File: config.mk
export PLATFORM = sky130hd
export DESIGN_NAME = inst_axi_rd_bridge
export DESIGN_NICKNAME = d
export VERILOG_FILES = /design/src/rtl/inst_axi_rd_bridge.sv
export SDC_FILE = /design/constraint.sdc
export NUM_CORES = 1
export LEC_CHECK = 0
export CAP_MARGIN = 20
export CELL_PAD_IN_SITES_DETAIL_PLACEMENT = 1
export CELL_PAD_IN_SITES_GLOBAL_PLACEMENT = 2
export CORE_UTILIZATION = 21
export DETAILED_ROUTE_END_ITERATION = 7
export GPL_ROUTABILITY_DRIVEN = 0
export PLACE_DENSITY = 0.77
export SLEW_MARGIN = 25
export SYNTH_ARGS = -nofsm -noshare
export SYNTH_HDL_FRONTEND = slang
export SYNTH_SLANG_ARGS = --single-unit
File: constraint.sdc
create_clock -name clk -period 3 [get_ports clk]
set_input_delay 0.6 -clock clk [delete_from_list [all_inputs] [get_ports clk]]
set_output_delay 0.6 -clock clk [all_outputs]
set_load 0.05 [all_outputs]
File: src/rtl/inst_axi_rd_bridge.sv
// inst_axi_rd_bridge: instruction fetch SRAM-like (req/addr_ok/data_ok) to AXI4
// read channel bridge. It issues single-beat reads, returns data in order and
// allows up to MAX_OUTSTANDING requests in flight.
//
// Optional feature macro: INST_BRIDGE_RESP_ERR_EN
//   When it is defined, the output inst_sram_err is added. It pulses with
//   data_ok on a SLVERR or DECERR response, and the returned data is zeroed.
//
// Ports:
//   clk, reset        : clock and synchronous active-high reset
//   inst_sram_*       : fetch-side request (en/size/addr) and response
//                       (addr_ok comb, data_ok/rdata registered)
//   ar*               : AXI read address channel (master)
//   r*                : AXI read data channel (master); rid is ignored
`timescale 1ns/1ps

module inst_axi_rd_bridge #(
    parameter int unsigned MAX_OUTSTANDING = 2,
    parameter logic [3:0]  ARID_VAL        = 4'd0
) (
    input  logic        clk,
    input  logic        reset,
    input  logic        inst_sram_en,
    input  logic [1:0]  inst_sram_size,
    input  logic [31:0] inst_sram_addr,
    output logic        inst_sram_addr_ok,
    output logic        inst_sram_data_ok,
    output logic [31:0] inst_sram_rdata,
`ifdef INST_BRIDGE_RESP_ERR_EN
    output logic        inst_sram_err,
`endif
    output logic [3:0]  arid,
    output logic [31:0] araddr,
    output logic [7:0]  arlen,
    output logic [2:0]  arsize,
    output logic [1:0]  arburst,
    output logic        arvalid,
    input  logic        arready,
    input  logic [3:0]  rid,
    input  logic [31:0] rdata,
    input  logic [1:0]  rresp,
    input  logic        rlast,
    input  logic        rvalid,
    output logic        rready
);

    localparam int unsigned CNT_W  = 3;
    localparam int unsigned ADDR_W = 32;
    localparam int unsigned DATA_W = 32;

    typedef enum logic {
        AR_IDLE = 1'b0,
        AR_SEND = 1'b1
    } ar_state_e;

    ar_state_e          state_q, state_d;
    logic [ADDR_W-1:0]  araddr_q, araddr_d;
    logic [1:0]         arsize_q, arsize_d;
    logic [CNT_W-1:0]   cnt_q, cnt_d;
    logic               rready_q, rready_d;
    logic               data_ok_q, data_ok_d;
    logic [DATA_W-1:0]  rdata_q, rdata_d;
    logic               addr_ok;
    logic               r_hs;
`ifdef INST_BRIDGE_RESP_ERR_EN
    logic               err_q, err_d;
    logic               unused_rid;
    assign unused_rid = ^rid;
`else
    logic               unused_rid_rresp;
    assign unused_rid_rresp = ^{rid, rresp};
`endif

    // A beat completes only while something is outstanding (rready_q tracks cnt != 0)
    assign r_hs = rvalid && rready_q && rlast;

    // AR FSM: state register
    always_ff @(posedge clk) begin
        if (reset) begin
            state_q <= AR_IDLE;
        end else begin
            state_q <= state_d;
        end
    end

    // AR FSM: next state
    always_comb begin
        state_d = state_q;
        case (state_q)
            AR_IDLE: if (addr_ok)            state_d = AR_SEND;
            AR_SEND: if (arvalid && arready) state_d = AR_IDLE;
            default:                         state_d = AR_IDLE;
        endcase
    end

    // AR FSM: outputs; acceptance is combinational so the fetch stage sees it in-cycle
    always_comb begin
        arvalid = 1'b0;
        addr_ok = 1'b0;
        case (state_q)
            AR_IDLE: addr_ok = inst_sram_en && (cnt_q < CNT_W'(MAX_OUTSTANDING)) && !reset;
            AR_SEND: arvalid = 1'b1;
            default: ;
        endcase
    end

    // Datapath next-state: AR payload latch, outstanding counter, response register
    always_comb begin
        araddr_d  = araddr_q;
        arsize_d  = arsize_q;
        cnt_d     = cnt_q;
        data_ok_d = r_hs;
        rdata_d   = rdata_q;

        if (addr_ok) begin
            araddr_d = inst_sram_addr;
            arsize_d = inst_sram_size;
        end

        // Accept and retire in the same cycle cancel; full counter blocks addr_ok,
        // and r_hs implies cnt_q != 0, so the counter never wraps.
        case ({addr_ok, r_hs})
            2'b10:   cnt_d = cnt_q + CNT_W'(1);
            2'b01:   cnt_d = cnt_q - CNT_W'(1);
            default: cnt_d = cnt_q;
        endcase

        rready_d = (cnt_d != '0);

`ifdef INST_BRIDGE_RESP_ERR_EN
        err_d = 1'b0;
        if (r_hs) begin
            err_d   = rresp[1];
            rdata_d = rresp[1] ? '0 : rdata;
        end
`else
        if (r_hs) begin
            rdata_d = rdata;
        end
`endif
    end

    // Datapath registers
    always_ff @(posedge clk) begin
        if (reset) begin
            araddr_q  <= '0;
            arsize_q  <= '0;
            cnt_q     <= '0;
            rready_q  <= 1'b0;
            data_ok_q <= 1'b0;
            rdata_q   <= '0;
`ifdef INST_BRIDGE_RESP_ERR_EN
            err_q     <= 1'b0;
`endif
        end else begin
            araddr_q  <= araddr_d;
            arsize_q  <= arsize_d;
            cnt_q     <= cnt_d;
            rready_q  <= rready_d;
            data_ok_q <= data_ok_d;
            rdata_q   <= rdata_d;
`ifdef INST_BRIDGE_RESP_ERR_EN
            err_q     <= err_d;
`endif
        end
    end

    assign inst_sram_addr_ok = addr_ok;
    assign inst_sram_data_ok = data_ok_q;
    assign inst_sram_rdata   = rdata_q;
`ifdef INST_BRIDGE_RESP_ERR_EN
    assign inst_sram_err     = err_q;
`endif
    assign arid    = ARID_VAL;
    assign araddr  = araddr_q;
    assign arlen   = 8'd0;
    assign arsize  = {1'b0, arsize_q};
    assign arburst = 2'b01;
    assign rready  = rready_q;

endmodule
==> out/metrics.cfg <==
[sta]
hold_viol = 0
fin_tns_setup_ns = 0
slew_violations = 0
setup_viol = 0
clock_skew_ns = 0.00552
fmax_ghz = 0.359
worst_pin_slew_ns = 0.792
grt_setup_unrepaired = no
relSlewSlack_pct = 47.2
fin_crit_sh_pct = 92.9
period_needed_ns = 2.79

[clock_tree]
cts_resized = 0
cts_tree = yes
clkTransAtPathRegs_ns = 0.05
clk_latency_ns = 0.33
cts.sinks = 72
cts_root_buffer = clkbuf_16
cts_max_level = 3
postCtsHoldBufs = 0
cts_max_path_buffers = 2
cts_buffers = 9
cts_setup_buffers = 0

[critical_path]
critPathMaxFanout = 36
crit_arrival_ns = 2.19
worstSetupPathType = in2out
critPathLaunchType = input port
crit_path_end_kind = primary output
crit_required_ns = 2.40

[synth]
synth.ff_latch_count = 72
synth_edf_count = 0
synth-seq-area-share_pct = 49.1
synth_ff_type = dfxtp_1
avgSynthCellArea_sq_um = 10.0
async_flop_share_pct = 0
yosysWarnings = 0
syn_inst = 292
syn_area_sq_um = 2930
synth.distinct_cells = 27

[floorplan]
core_sq_um = 13500
start_util_pct = 21.8
die_w_microns = 120
dieHeight_microns = 120
rows = 42
die_area_sq_um = 14400
ioPinCount = 163

[global_routing]
grtUsageTotal_pct = 11.8
grt_max_degree = 74
antenna_found_initial = 0
grt_pass1_wl_mm = 13.0
grt_overflow = 0
grt_pass1_vias = 2592

[placed_design]
postPlaceCellArea_sq_um = 4410
portBuffers = 141
dp_hpwl_mm = 5.69
dp_cells = 593

[final_layout]
fin_cells = 609
diodes = 0
post-route-cell-area_sq_um = 4680
num-nets-final = 508
syn_to_final_growth_pct = 59.5
drive_above_1_share_pct = 12.7

[route]
drt-pass1-iter-count = 4
wirelength_mm = 8.30
drc_errors = 0
initialDrtViolationCount = 105
final_antenna_net_count = 0
viasPerCell = 4.02
vias = 2449
routedWlPerCell_microns = 13.6

[pwr]
p_leak_nw = 1.83
peakVddDrop_uv = 194
power_density_nw_per_um2 = 603

[outcome]
outcome = completed

[job]
max_cap_viol_count = 0

[min_path]
holdCritPathClass = reg2reg

[cells in the final DEF (no fill, tap or decap), types with 4 or more instances in the layout]
| cell | synthesis | layout |
|---|---|---|
| nand2_1 | 64 | 64 |
| dfxtp_1 | 72 | 72 |
| mux2_4 | 27 | 27 |
| nor2_1 | 4 | 4 |
| a21oi_1 | 32 | 32 |
| mux2_2 | 7 | 7 |
| clkdlybuf4s50_1 | 0 | 139 |
| clkbuf_16 | 0 | 9 |
| buf_4 | 15 | 4 |
| clkinv_2 | 0 | 4 |
| nor2b_1 | 34 | 34 |
| conb_1 | 2 | 15 |
[logic make-up (layout without fill, tap and decap cells)]
family                   after synthesis  in the layout  share of synthesized area [%]
adder cells (fa/ha/maj)                2              2                           1.11
XOR/XNOR                               2              2                          0.597
other                                  2             15                          0.256
AND/OR/NAND/NOR                      108            108                           17.4
AO/OA/AOI/OAI                         36             36                           6.31
buffers and inverters                 35            163                           8.32
flip-flops                            72             72                           49.1
multiplexers                          35             35                           16.8
[power by group]
part / switching [mW] / total [mW] / leakage (nW) / internal [mW]
clock: 0.398 / 0.975 / 0.136 / 0.577
sequential: 0.0409 / 1.08 / 0.588 / 1.04
combinational: 0.452 / 0.770 / 1.10 / 0.318
total: 0.891 / 2.82 / 1.83 / 1.93
[synthesized netlist by cell type (all sizes together), types with 2 or more instances]
master	count	area share (%)
or4	2	0.64
a21oi	32	5.5
nand2	64	8.2
mux2	34	17
buf	24	6.9
inv	2	0.26
conb	2	0.26
o21ai	2	0.34
dfxtp	72	49
clkbuf	9	1.2
nor2	4	0.51
nor2b	34	7.2
nand2b	2	0.43
[routing by layer]
| layer | track usage (%) | vias to the layer above | share of wire, % |
|---|---|---|---|
| li1 | - | 1184 | - |
| met1 | 13.0 | 1170 | 41 |
| met2 | 19.8 | 81 | 50 |
| met3 | 4.15 | 14 | 6.5 |
| met4 | 6.25 | 0 | 2.2 |
| met5 | 0 | - | 0 |
[worst paths after layout]
path,start,to,slack [ns],depth (start not counted)
setup / recovery,inst_sram_en,inst_sram_addr_ok,0.21,6
hold / removal,inst_sram_rdata[0]$_SDFFE_PP0P_,inst_sram_rdata[0]$_SDFFE_PP0P_,0.45,2
hold reg to reg,inst_sram_rdata[0]$_SDFFE_PP0P_,inst_sram_rdata[0]$_SDFFE_PP0P_,0.45,2
setup reg to reg,cnt_q[1]$_SDFF_PP0_,rready$_SDFF_PP0_,0.61,7
[flip-flops by register name (all words and copies together), names as in the netlist]
register           count
araddr                32
inst_sram_rdata       32
cnt_q                  3
arsize_q               2
inst_sram_data_ok      1
rready                 1
state_q                1
[final cells by class]
| class | count | area [sq um] |
|---|---|---|
| clock buffer | 12 | 246 |
| clock inverter | 4 | 20.0 |
| fill | 1555 | 8770 |
| inverter | 2 | 7.51 |
| multi-input combinational | 198 | 1300 |
| sequential | 72 | 1440 |
| tap | 176 | 220 |
| timing repair buffer | 145 | 1450 |
[through the flow]
stage / utilization, % / worst slack [ns] / hold WS (ns) / power [mW]
6_report: 34.8 / 0.213 / 0.452 / 2.82
5_1_grt: 34.8 / 0.128 / 0.463 / 2.95
4_1_cts: 34.8 / 0.189 / 0.454 / 2.88
3_5_place_dp: 32.8 / 0.0301 / 0.446 / 1.87
3_3_place_gp: 32.8 / 0.0831 / 0.442 / 1.86
2_1_floorplan: - / 0.285 / 0.534 / 1.61
[critical path: stages]
cell and delay [ns]:
clkdlybuf4s50_1 0.45, nand2b_1 0.05, or4_4 0.42, buf_4 0.33, inv_1 0.18, buf_12 0.15
No activity file was read; power rests on OpenSTA's default activity.
